<file path="src/rtl/lap_stopwatch_if.sv">
// Purpose : Handshake/control bundle between a lap_stopwatch and its controller.
//           The controller side (master) drives the start/stop/clear/lap
//           strobes and the lap_ready back-pressure. The stopwatch side
//           (slave) returns the count, status and lap FIFO head.
// Ports   : start, stop, clear, lap, lap_ready (master -> slave)
//           count, running, wrap, lap_valid, lap_data, lap_level,
//           lap_ovf (slave -> master)
//           down (master -> slave), present only when the build macro
//           LAP_STOPWATCH_COUNTDOWN_EN is defined
interface lap_stopwatch_if #(
   parameter int DATA_WIDTH = 16,
   parameter int LAP_DEPTH  = 4
);
   localparam int LVL_W = $clog2(LAP_DEPTH + 1);

   logic                  start;
   logic                  stop;
   logic                  clear;
   logic                  lap;
   logic                  lap_ready;
`ifdef LAP_STOPWATCH_COUNTDOWN_EN
   logic                  down;
`endif
   logic [DATA_WIDTH-1:0] count;
   logic                  running;
   logic                  wrap;
   logic                  lap_valid;
   logic [DATA_WIDTH-1:0] lap_data;
   logic [LVL_W-1:0]      lap_level;
   logic                  lap_ovf;

`ifdef LAP_STOPWATCH_COUNTDOWN_EN
   modport master (
      output start, stop, clear, lap, lap_ready, down,
      input  count, running, wrap, lap_valid, lap_data, lap_level, lap_ovf
   );
   modport slave (
      input  start, stop, clear, lap, lap_ready, down,
      output count, running, wrap, lap_valid, lap_data, lap_level, lap_ovf
   );
`else
   modport master (
      output start, stop, clear, lap, lap_ready,
      input  count, running, wrap, lap_valid, lap_data, lap_level, lap_ovf
   );
   modport slave (
      input  start, stop, clear, lap, lap_ready,
      output count, running, wrap, lap_valid, lap_data, lap_level, lap_ovf
   );
`endif
endinterface

</file>
<file path="src/rtl/lap_stopwatch.sv">
// Purpose : Stopwatch counter (0..MAX, wrapping) with a lap-capture FIFO.
//           Build macro LAP_STOPWATCH_COUNTDOWN_EN adds a down input that
//           reverses the count direction while running.
// Ports   : i_clk   - clock, all state changes on the rising edge
//           i_reset - synchronous active-high reset
//           bus     - lap_stopwatch_if.slave (controls in, count/status/FIFO out)
//
// state  | meaning
// S_IDLE | stopped, count held at 0
// S_RUN  | counting every edge
// S_HOLD | stopped, count retained
module lap_stopwatch #(
   parameter int DATA_WIDTH = 16,
   parameter int MAX        = 99,
   parameter int LAP_DEPTH  = 4
) (
   input  logic           i_clk,
   input  logic           i_reset,
   lap_stopwatch_if.slave bus
);
   localparam int PTR_W = $clog2(LAP_DEPTH);
   localparam int LVL_W = $clog2(LAP_DEPTH + 1);
   localparam logic [DATA_WIDTH-1:0] MAX_C = DATA_WIDTH'(MAX);
   localparam logic [DATA_WIDTH-1:0] ONE_C = DATA_WIDTH'(1);
   localparam logic [LVL_W-1:0]      FULL_C = LVL_W'(LAP_DEPTH);

   typedef enum logic [1:0] {S_IDLE, S_RUN, S_HOLD} state_t;

   state_t                r_state;
   logic [DATA_WIDTH-1:0] r_count;
   logic                  r_running;
   logic                  r_wrap;

   logic [DATA_WIDTH-1:0] r_mem [LAP_DEPTH];
   logic [PTR_W-1:0]      r_wr_ptr;
   logic [PTR_W-1:0]      r_rd_ptr;
   logic [LVL_W-1:0]      r_level;
   logic                  r_ovf;

   logic                  w_down;
   logic                  w_go;
   logic [DATA_WIDTH-1:0] w_step;
   logic                  w_step_wrap;
   logic                  w_full;
   logic                  w_pop;
   logic                  w_push;
   logic                  w_push_ok;

`ifdef LAP_STOPWATCH_COUNTDOWN_EN
   assign w_down = bus.down;
`else
   assign w_down = 1'b0;
`endif

   // stop outranks start, so a simultaneous start/stop never starts counting
   assign w_go = bus.start & ~bus.stop;

   always_comb begin
      w_step      = r_count + ONE_C;
      w_step_wrap = 1'b0;
      if (w_down) begin
         if (r_count == '0) begin
            w_step      = MAX_C;
            w_step_wrap = 1'b1;
         end else begin
            w_step = r_count - ONE_C;
         end
      end else if (r_count == MAX_C) begin
         w_step      = '0;
         w_step_wrap = 1'b1;
      end
   end

   always_ff @(posedge i_clk) begin
      if (i_reset) begin
         r_state   <= S_IDLE;
         r_count   <= '0;
         r_running <= 1'b0;
         r_wrap    <= 1'b0;
      end else if (bus.clear) begin
         r_state   <= S_IDLE;
         r_count   <= '0;
         r_running <= 1'b0;
         r_wrap    <= 1'b0;
      end else begin
         r_wrap <= 1'b0;
         case (r_state)
            S_IDLE: begin
               if (w_go) begin
                  r_state   <= S_RUN;
                  r_running <= 1'b1;
                  // counting down out of IDLE starts from the top, not a wrap
                  r_count   <= w_down ? MAX_C : w_step;
               end
            end
            S_RUN: begin
               if (bus.stop) begin
                  r_state   <= S_HOLD;
                  r_running <= 1'b0;
               end else begin
                  r_count <= w_step;
                  r_wrap  <= w_step_wrap;
               end
            end
            S_HOLD: begin
               if (w_go) begin
                  r_state   <= S_RUN;
                  r_running <= 1'b1;
                  r_count   <= w_step;
                  r_wrap    <= w_step_wrap;
               end
            end
            default: begin
               r_state   <= S_IDLE;
               r_count   <= '0;
               r_running <= 1'b0;
            end
         endcase
      end
   end

   // lap captures the pre-edge count; a lap alongside stop still lands
   assign w_full    = (r_level == FULL_C);
   assign w_pop     = (r_level != '0) & bus.lap_ready;
   assign w_push    = (r_state == S_RUN) & bus.lap & ~bus.clear;
   assign w_push_ok = w_push & (~w_full | w_pop);

   always_ff @(posedge i_clk) begin
      if (i_reset || bus.clear) begin
         r_wr_ptr <= '0;
         r_rd_ptr <= '0;
         r_level  <= '0;
         r_ovf    <= 1'b0;
      end else begin
         if (w_push_ok) r_wr_ptr <= r_wr_ptr + PTR_W'(1);
         if (w_pop)     r_rd_ptr <= r_rd_ptr + PTR_W'(1);
         case ({w_push_ok, w_pop})
            2'b10:   r_level <= r_level + LVL_W'(1);
            2'b01:   r_level <= r_level - LVL_W'(1);
            default: r_level <= r_level;
         endcase
         if (w_push && !w_push_ok) r_ovf <= 1'b1;
      end
   end

   always_ff @(posedge i_clk) begin
      if (!i_reset && w_push_ok) r_mem[r_wr_ptr] <= r_count;
   end

   assign bus.count     = r_count;
   assign bus.running   = r_running;
   assign bus.wrap      = r_wrap;
   assign bus.lap_valid = (r_level != '0);
   assign bus.lap_data  = r_mem[r_rd_ptr];
   assign bus.lap_level = r_level;
   assign bus.lap_ovf   = r_ovf;
endmodule
</file>
<file path="src/flat_wrapper.sv">
// flat-port wrapper written by rule: the top's interface ports become plain ports
module lap_stopwatch_flat 
#(
   parameter int DATA_WIDTH = 16,
   parameter int MAX        = 99,
   parameter int LAP_DEPTH  = 4
)
  (i_clk, i_reset, bus_start, bus_stop, bus_clear, bus_lap, bus_lap_ready, bus_count, bus_running, bus_wrap, bus_lap_valid, bus_lap_data, bus_lap_level, bus_lap_ovf);
  lap_stopwatch_if #(.DATA_WIDTH(DATA_WIDTH), .LAP_DEPTH(LAP_DEPTH)) bus_i ();
  input  logic i_clk;
  input  logic i_reset;
  input wire logic [$bits(bus_i.start)-1:0] bus_start;
  input wire logic [$bits(bus_i.stop)-1:0] bus_stop;
  input wire logic [$bits(bus_i.clear)-1:0] bus_clear;
  input wire logic [$bits(bus_i.lap)-1:0] bus_lap;
  input wire logic [$bits(bus_i.lap_ready)-1:0] bus_lap_ready;
  output wire logic [$bits(bus_i.count)-1:0] bus_count;
  output wire logic [$bits(bus_i.running)-1:0] bus_running;
  output wire logic [$bits(bus_i.wrap)-1:0] bus_wrap;
  output wire logic [$bits(bus_i.lap_valid)-1:0] bus_lap_valid;
  output wire logic [$bits(bus_i.lap_data)-1:0] bus_lap_data;
  output wire logic [$bits(bus_i.lap_level)-1:0] bus_lap_level;
  output wire logic [$bits(bus_i.lap_ovf)-1:0] bus_lap_ovf;
  assign bus_i.start = bus_start;
  assign bus_i.stop = bus_stop;
  assign bus_i.clear = bus_clear;
  assign bus_i.lap = bus_lap;
  assign bus_i.lap_ready = bus_lap_ready;
  assign bus_count = bus_i.count;
  assign bus_running = bus_i.running;
  assign bus_wrap = bus_i.wrap;
  assign bus_lap_valid = bus_i.lap_valid;
  assign bus_lap_data = bus_i.lap_data;
  assign bus_lap_level = bus_i.lap_level;
  assign bus_lap_ovf = bus_i.lap_ovf;
  lap_stopwatch #(.DATA_WIDTH(DATA_WIDTH), .MAX(MAX), .LAP_DEPTH(LAP_DEPTH)) u_core (.i_clk(i_clk), .i_reset(i_reset), .bus(bus_i));
endmodule
</file>
<file path="config.mk">
export PLATFORM = sky130hd
export DESIGN_NAME = lap_stopwatch_flat
export DESIGN_NICKNAME = d
export VERILOG_FILES = /design/src/rtl/lap_stopwatch_if.sv /design/src/rtl/lap_stopwatch.sv /design/src/flat_wrapper.sv
export SDC_FILE = /design/constraint.sdc
export NUM_CORES = 1
export LEC_CHECK = 0
export ABC_CLOCK_PERIOD_IN_PS = 5800
export BUFFER_PORTS_ARGS = -buffer_cell sky130_fd_sc_hd__buf_2
export CAP_MARGIN = 20
export CORE_AREA = 2 2 90 92
export CTS_BUF_LIST = sky130_fd_sc_hd__clkbuf_8
export DETAILED_ROUTE_END_ITERATION = 8
export DIE_AREA = 0 0 92 94
export GPL_ROUTABILITY_DRIVEN = 0
export PLACE_DENSITY = 0.74
export SETUP_SLACK_MARGIN = 0.02
export SYNTH_ARGS = -nofsm -noshare
export SYNTH_HDL_FRONTEND = slang
export SYNTH_SLANG_ARGS = --single-unit
</file>
<file path="constraint.sdc">
create_clock -name i_clk -period 5.8 [get_ports i_clk]
set_clock_uncertainty 0.05 [all_clocks]
set_input_delay 0.58 -clock i_clk [delete_from_list [all_inputs] [get_ports i_clk]]
set_output_delay 0.58 -clock i_clk [all_outputs]
set_load 0.05 [all_outputs]
</file>
Word level (Yosys, flattened, before mapping) --
Memories as Yosys holds them, arrays and structs flattened. A register that Yosys moved wholly into a read port is not among the register bits. Cells that the tools add are included.
Storage, ports and cells: register bits after elaboration 28, bits in latches 0, bits in writable memories 64, ROM bits 0, bits of input ports 7, output and inout port bits 39, memories 1
Memories:
- u_core.r_mem | depth 4, bits a word 16, rd ports 1, clocked after memory_dff 1, wr ports 1, RTL line lap_stopwatch.sv:34 | logic [DATA_WIDTH-1:0] r_mem [LAP_DEPTH];
Operators by class: add/subtract/negate cells 5, multipliers 0, div/mod/pow operators 0, order comparisons 0, equality and inequality tests 9, shifts and indexed selects 0, multiplexer cells 19, bitwise operators 9, reduce and logical (&&, ||, !) cells 12
Operator list (count):
- 16-bit 2-to-1 mux | 3
- 16-bit case mux with 2 select lines | 1
- 16-bit by 1-bit adder with 16-bit output (second input constant) | 1
- 16-bit by 7-bit equality test with 1-bit output (second input constant) | 1
- 2-bit 2-to-1 mux | 4
- 1-bit 2-to-1 mux | 7
- 3-bit case mux with 2 select lines | 1
- 1-bit bitwise AND | 5
- 2-bit by 1-bit adder with 2-bit output (second input constant) | 2
- 2-bit by 1-bit equality test with 1-bit output (second input constant) | 2
- 2-bit equality test (second input constant) | 2
- 2-bit != test (second input constant) | 2
- 1-bit case mux with 2 select lines | 2
- 2-bit case mux with 2 select lines | 1
- 2-bit AND reduction | 2
- 2-bit OR reduction | 2
- 3-bit by 1-bit adder with 3-bit output (second input constant) | 1
- 3-bit equality test (second input constant) | 1
- 1-bit inverter | 3
- 3-bit nonzero test | 1
- 3-bit by 1-bit subtractor with 3-bit output (second input constant) | 1
- 1-bit logical AND | 2
- 1-bit logical NOT | 2
- 2-bit logical NOT | 1
- other kinds (4) | 4

Logic depth before layout (Yosys ltp) --
Gate-level depths: netlist of the first run.
word-level depth 7, depth in mapped cells 11

Worst setup path after synthesis of the first run --
No wires, ideal clock.
path type register -> register, from reg u_core.r_level[2], in the netlist u_core.bus.lap_level[2], to reg u_core.r_level[2], in the netlist u_core.bus.lap_level[2], arrival 2.370 ns, setup slack 3.310 ns, cell stages (with the launch flop) 10, clock period less this slack 2.490 ns, cells stage by stage dfxtp_1 > nor4b_1 > nor2b_1 > inv_2 > ha_1 > inv_1 > fa_1 > xor2_1 > or3_1 > a21oi_1
Between the ends: cells in the longest elaborated chain, start to end 6
RTL lines:
- from (decl) | RTL line lap_stopwatch.sv:37 | logic [LVL_W-1:0] r_level;
- from (signal assigned) | RTL line lap_stopwatch.sv:138 | 2'b10: r_level <= r_level + LVL_W'(1);
- from (signal assigned) | RTL line lap_stopwatch.sv:139 | 2'b01: r_level <= r_level - LVL_W'(1);
- from (signal assigned) | RTL line lap_stopwatch.sv:140 | default: r_level <= r_level;
- 3-bit nonzero test or 3-bit equality test (tied branches) | RTL line lap_stopwatch.sv:124, lap_stopwatch.sv:123
- 1-bit bitwise AND or 1-bit inverter (tied branches) | RTL line lap_stopwatch.sv:124, lap_stopwatch.sv:126
- 1-bit bitwise OR | RTL line lap_stopwatch.sv:126 | assign w_push_ok = w_push & (~w_full | w_pop);
- 1-bit bitwise AND | RTL line lap_stopwatch.sv:126
- 2-bit by 1-bit equality test with 1-bit output or 2-bit equality test (tied branches) | RTL line lap_stopwatch.sv:137 | case ({w_push_ok, w_pop})
- 3-bit case mux with 2 select lines or 2-bit nonzero test (tied branches)
Several ways; a longest one is shown, not always the timed one. A chain may end at the register's enable or synchronous reset.

==> impl_metrics.csv, run 1 <==
group,metric,value,unit
detailed_routing,wl,7897,microns
setup_path,crit_end,"bus_lap_data[8]",
yosys,avgSynthCellArea,13.62,sq um
yosys,syn_nets,324,
timing,slew_violations,0,
timing,fin_tns_setup,0,ns
yosys,syn_inst,305,
pwr,power_frac_clock,36.5,%
yosys,synth_edf_count,64,
yosys,synthFlopType,"edfxtp_1",
pwr,power,1178,uW
floorplanning,core_area,0.007607,sq mm
global_routing,grt_busiest_layer,"met2",
floorplanning,die_x,92,microns
cts,cts-root-buf,"clkbuf_8",
timing,fmax,370.3,MHz
floorplanning,rows,32,
run,cap_violations,0,
timing,min_period,2.700,ns
cts,post_cts_buffers,0,
yosys,ys_types,55,
yosys,ys_seq_area_share,60.70,%
setup_path,rrSetupSlack,3.17,ns
cts,post_cts_resized,0,
yosys,syn_area,0.004155,sq mm
cts,clk_pin_slew,0.08,ns
detailed_routing,routedWlPerCell,17.39,microns
detailed_routing,drc,0,
pwr,comb_power_share,3.2,%
final_layout,nNetsFinal,366,
final_layout,mostFrequentLayoutCell,"edfxtp_1",
min_path,hp-class,"reg2reg",
final_layout,layout-drive-gt1-share,25.28,%
cts,cts_buffers,9,
yosys,synthArstFlopShare,0,%
detailed_routing,vias,2608,
timing,setup_viol,0,
global_routing,grt_pass1_vias,2486,
pwr,switchingPower,248.0,uW
setup_path,r2r-end,"u_core.r_mem[1][14]$_DFFE_PP_",
pwr,powerDensity,254.0,mW/mm^2
timing,hold_viol,0,
final_layout,fill_cells,617,
outcome,status,"finished clean",
timing,timing.final.crit_share,46.56,%
cts,htreeDepth,3,
global_routing,grt_first_pass_wirelength,12850,microns
setup_path,path_depth,3,
cts,cts_sinks,94,
pwr,leakagePower,0.001627,uW
timing,rsz0062_at_grt,"no",
pwr,peakVddDrop,0.1379,mV
setup_path,path_buf_inv,2,
setup_path,critPathKind,"reg2out",
setup_path,max_stage_delay,0.62,ns
floorplanning,start_util,54.62,%
yosys,synth_xor_xnor_area_share,1.054,%
yosys,synth_top_family_by_area,"simple AND/OR/NAND/NOR gates",
yosys,synth_compound_area_share,5.842,%
setup_path,worstPathCellList,"buf_4, mux4_2, buf_2",
cts,insertion_delay,0.35,ns
final_layout,layout_common_cells,"64 x edfxtp_1, 45 x buf_2, 30 x dfxtp_1",
timing,relSlewSlack,40.41,%
timing,fin_ws,3.100,ns
yosys,yosys.area_share.simple,16.41,%
place,place_area,0.004438,sq mm
setup_path,reg2regPathDepth,7,
global_routing,grtUsageMet1,25.87,%
final_layout,fin_area,0.004636,sq mm
global_routing,met2_usage,31.86,%
setup_path,reg2reg_from,"u_core.r_state[1]$_SDFFE_PP0P_",
setup_path,cp-end-kind,"primary output",
place,dp_hpwl,5096,microns
final_layout,num_antenna_cells,0,
cts,clk_path_buf_depth,2,
global_routing,overflow,0,
global_routing,grt_max_degree,27,
global_routing,grtUsageMet3,4.815,%
setup_path,crit_slowest_cell,"dfxtp_1",
pwr,seqPwrFrac,60.4,%
pwr,switching_share,21.06,%
place,port_buffers,45,
final_layout,area_delta_synth_final,11.56,%
setup_path,arrival,2.07,ns
floorplanning,die_area,0.008648,sq mm
floorplanning,die_h,94,microns
pwr,internal-power,929.7,uW
yosys,yosysWarnings,0,
timing,tightest_slew,0.8939,ns
yosys,muxShareOfSynthArea,9.154,%
detailed_routing,first_pass_iters,4,
cts,cts_tree,"done",
global_routing,track_usage,19.57,%
place,pre_cts_ws,3.116,ns
setup_path,start_kind,"flip-flop",
setup_path,crit_family,"flip-flops",
setup_path,required,5.17,ns
cts,hold_buffers,0,
yosys,ys_ff_latch,94,
detailed_routing,drtIter0Drc,144,
detailed_routing,vias_per_cell,5.744,
yosys,synthAdderAreaFrac,3.794,%
detailed_routing,antenna_left,0,
floorplanning,io_pins,46,
global_routing,antenna_found_initial,0,
setup_path,cp_max_fo,11,
-- sequential cells by signal, indices dropped and copies added, names as in the netlist, named ones only --
signal                count
u_core.r_mem             64
u_core.bus.count         16
u_core.bus.lap_level      3
u_core.r_rd_ptr           2
u_core.r_state            2
u_core.r_wr_ptr           2
u_core.bus.lap_ovf        1
u_core.bus.running        1
u_core.bus.wrap           1
-- layer usage --
layer / vias up / part of all wire [%]
li1: 1249 / -
met1: 1276 / 44
met2: 75 / 49
met3: 8 / 5.3
met4: 0 / 1.4
met5: - / 0
-- through the flow --
stage / hold WS [ns] / utilization, % / instances
floorplan: 0.4192 / - / 305
detailed placement: 0.4045 / 58.34 / 438
global placement: 0.3970 / 58.34 / 438
CTS: 0.4259 / 60.94 / 454
finish: 0.4265 / 60.94 / 454
global route: 0.4497 / 60.94 / 454
-- cell families (layout without fill, tap and decap cells) --
family                   after synthesis  after routing
AND/OR/NAND/NOR                      115            115
adder cells (fa/ha/maj)               12             12
buffers and inverters                 27             74
XOR/XNOR                               5              5
flip-flops                            94             94
AO/OA/AOI/OAI                         34             34
multiplexers                          18             18
-- power groups by stage --
stage / logic [uW] / clock network [uW] / registers (uW)
after CTS: 37.2 / 437 / 711
after global placement: 36.3 / 0 / 727
after floorplan: 24.1 / 0 / 729
after global routing: 40.5 / 459 / 712
after detailed placement: 37.1 / 0 / 727
final: 37.1 / 429 / 711
-- layout make-up --
class | count | area, sq um | area share [%]
well taps | 102 | 127.6 | 2.753
repair buffers | 47 | 240.2 | 5.182
clock buffers | 10 | 137.6 | 2.969
flip-flops and latches | 94 | 2522 | 54.41
multi-input cells | 184 | 1506 | 32.50
clock inverters | 6 | 60.06 | 1.296
inverters | 11 | 41.29 | 0.8907
-- how the worst min path moves through the flow --
| stage | startpoint | endpoint | slack, ns | cells past startpoint |
|---|---|---|---|---|
| CTS | u_core.bus.running$_SDFFE_PP0P_ | u_core.bus.running$_SDFFE_PP0P_ | 0.43 | 1 |
| global route | u_core.bus.running$_SDFFE_PP0P_ | u_core.bus.running$_SDFFE_PP0P_ | 0.45 | 1 |
| finish | u_core.bus.running$_SDFFE_PP0P_ | u_core.bus.running$_SDFFE_PP0P_ | 0.43 | 1 |
| floorplan | u_core.r_wr_ptr[1]$_SDFFE_PP0P_ | u_core.r_wr_ptr[1]$_SDFFE_PP0P_ | 0.42 | 2 |
| global placement | u_core.bus.running$_SDFFE_PP0P_ | u_core.bus.running$_SDFFE_PP0P_ | 0.40 | 1 |
| detailed placement | u_core.bus.running$_SDFFE_PP0P_ | u_core.bus.running$_SDFFE_PP0P_ | 0.40 | 1 |
-- worst reg2reg max path: cells and delay by family, from the launching register on --
| kind | cells | cell delay [ns] |
|---|---|---|
| flip-flops | 1 | 0.34 |
| buffers and inverters | 2 | 0.20 |
| AND/OR/NAND/NOR | 4 | 1.44 |
| adder cells (fa/ha/maj) | 1 | 0.23 |
-- synth_stat cells, types with 4 or more instances --
master,count,area [sq um]
edfxtp_1,64,1922
dfxtp_1,30,600.6
nor2_1,20,75.07
nand3_1,19,95.09
nand2_1,18,67.56
mux4_2,16,360.4
nand4_1,14,87.58
a21oi_1,12,60.06
ha_1,11,137.6
inv_1,10,37.54
clkbuf_1,7,26.28
and2_1,6,37.54
nor3_1,6,30.03
buf_2,5,25.02
or3_1,4,25.02
Note: power is estimated with default switching activity, not from simulation.
==> run 2, diff against run 1 <==
ABC_CLOCK_PERIOD_IN_PS = 2500   (was 5800)
clock period = 2.5 ns   (was 5.8 ns; I/O delays follow)
==> impl_metrics.csv, run 2 (synthesized netlist as in run 1, its figures left out) <==
group,metric,value,unit
outcome,status,"finished clean",
setup_path,start_kind,"flip-flop",
final_layout,layout_common_cells,"64 x edfxtp_1, 45 x buf_2, 28 x dfxtp_1",
final_layout,mostFrequentLayoutCell,"edfxtp_1",
floorplanning,die_area,0.008648,sq mm
floorplanning,rows,32,
global_routing,grt_pass1_vias,2762,
detailed_routing,drc,0,
final_layout,nNetsFinal,385,
place,place_area,0.004574,sq mm
final_layout,multiInputGateArea,0.001523,sq mm
detailed_routing,antenna_left,0,
final_layout,fill_cells,609,
cts,clk_pin_slew,0.09,ns
setup_path,arrival,2.59,ns
detailed_routing,first_pass_iters,5,
pwr,switching_share,23.45,%
detailed_routing,routedWlPerCell,18.32,microns
min_path,hp-class,"in2reg",
pwr,powerDensity,559.2,mW/mm^2
floorplanning,start_util,54.62,%
place,port_buffers,45,
global_routing,grt_first_pass_wirelength,13910,microns
detailed_routing,drtIter0Drc,171,
cts,htreeDepth,3,
timing,timing.final.crit_share,93.71,%
pwr,peakVddDrop,0.3271,mV
cts,cts_tree,"done",
timing,rsz0062_at_grt,"no",
pwr,comb_power_share,3.5,%
final_layout,fin_area,0.004780,sq mm
floorplanning,io_pins,46,
setup_path,cp-end-kind,"flip-flop",
place,dp_hpwl,5806,microns
detailed_routing,vias_per_cell,5.926,
global_routing,track_usage,21.37,%
setup_path,cp_max_fo,4,
global_routing,grt_max_degree,27,
pwr,switchingPower,626.7,uW
final_layout,layout-drive-gt1-share,31.27,%
detailed_routing,wl,8667,microns
cts,cts_buffers,9,
timing,setup_viol,0,
final_layout,regMostFlops,"u_core.r_mem",
pwr,leakagePower,0.001713,uW
global_routing,antenna_found_initial,0,
cts,clk_path_buf_depth,2,
global_routing,overflow,0,
timing,hold_viol,0,
timing,relSlewSlack,58.92,%
cts,cts-root-buf,"clkbuf_8",
timing,tightest_slew,0.6161,ns
floorplanning,core_area,0.007607,sq mm
final_layout,area_delta_synth_final,15.03,%
setup_path,required,2.74,ns
cts,insertion_delay,0.37,ns
pwr,power_frac_clock,34.9,%
pwr,internal-power,2046,uW
detailed_routing,vias,2803,
pwr,seqPwrFrac,61.7,%
final_layout,regArea,0.002525,sq mm
final_layout,num_antenna_cells,0,
final_layout,largest_reg_flops,64,
cts,cts_sinks,94,
timing,slew_violations,0,
timing,min_period,2.343,ns
pwr,power,2673,uW
floorplanning,die_h,94,microns
floorplanning,die_x,92,microns
timing,fmax,426.9,MHz
run,cap_violations,0,
setup_path,critPathKind,"reg2reg",
==> run 2: path summary, 6_finish.rpt <==
kind | start | end | slack, ns | depth (start not counted)
hold / removal | bus_stop | u_core.bus.wrap$_SDFF_PP0_ | 0.12 | 4
setup reg to reg | u_core.r_state[1]$_SDFFE_PP0P_ | u_core.bus.lap_level[2]$_SDFFE_PP0P_ | 0.16 | 11
hold reg to reg | u_core.bus.running$_SDFFE_PP0P_ | u_core.bus.running$_SDFFE_PP0P_ | 0.43 | 1
setup / recovery | u_core.r_state[1]$_SDFFE_PP0P_ | u_core.bus.lap_level[2]$_SDFFE_PP0P_ | 0.16 | 11
==> run 2: final cells by class <==
type,instances,area share (%)
Timing Repair Buffer,66,8.010
Clock inverter,7,1.178
Multi-Input combinational cell,184,31.86
Clock buffer,9,2.592
Sequential cell,94,52.83
Inverter,11,0.8639
Tap cell,102,2.670
==> run 2: repair_timing <==
item / CTS / global route
setup buffers: 0 / 1
hold buffers: 0 / 0
endpoints found under the setup margin: 1 / 2
pin swaps: 0 / 0
resized for setup: 1 / 5
==> run 2: layer usage <==
metal	up-vias	share of wire, %	track usage, %
met5	-	0	0
met4	0	2.3	9.701
li1	1290	-	-
met2	110	50	35.78
met1	1379	41	27.27
met3	24	6.2	4.013
==> run 2: metrics by stage <==
stage / setup WS, ns / hold slack [ns] / utilization [%] / instances / setup TNS, ns
global placement: 0.1181 / 0.3983 / 60.13 / 456 / 0
CTS: 0.04278 / 0.1118 / 62.52 / 472 / 0
detailed placement: -0.003906 / 0.4036 / 60.13 / 456 / -0.003906
floorplan: 0.09044 / 0.3717 / - / 305 / 0
global route: 0.02695 / 0.1442 / 62.83 / 473 / 0
finish: 0.1574 / 0.1239 / 62.83 / 473 / 0
==> run 2: critical path, cell delays in order, from the launching register on <==
cell     delay [ns]
dfxtp_2        0.36
inv_1          0.08
ha_2           0.20
and3b_1        0.17
nor2b_2        0.17
inv_2          0.08
ha_2           0.19
inv_1          0.05
fa_2           0.33
xor2_1         0.15
or3_1          0.31
a21oi_1        0.14
==> run 2: power groups by stage <==
stage | sequential (uW) | combinational [uW] | clock, uW
4_1_cts | 1650 | 90.8 | 946
3_5_place_dp | 1680 | 90.2 | 0
5_1_grt | 1650 | 100 | 1000
3_3_place_gp | 1680 | 88.3 | 0
6_report | 1650 | 92.4 | 932
2_1_floorplan | 1690 | 56.0 | 0
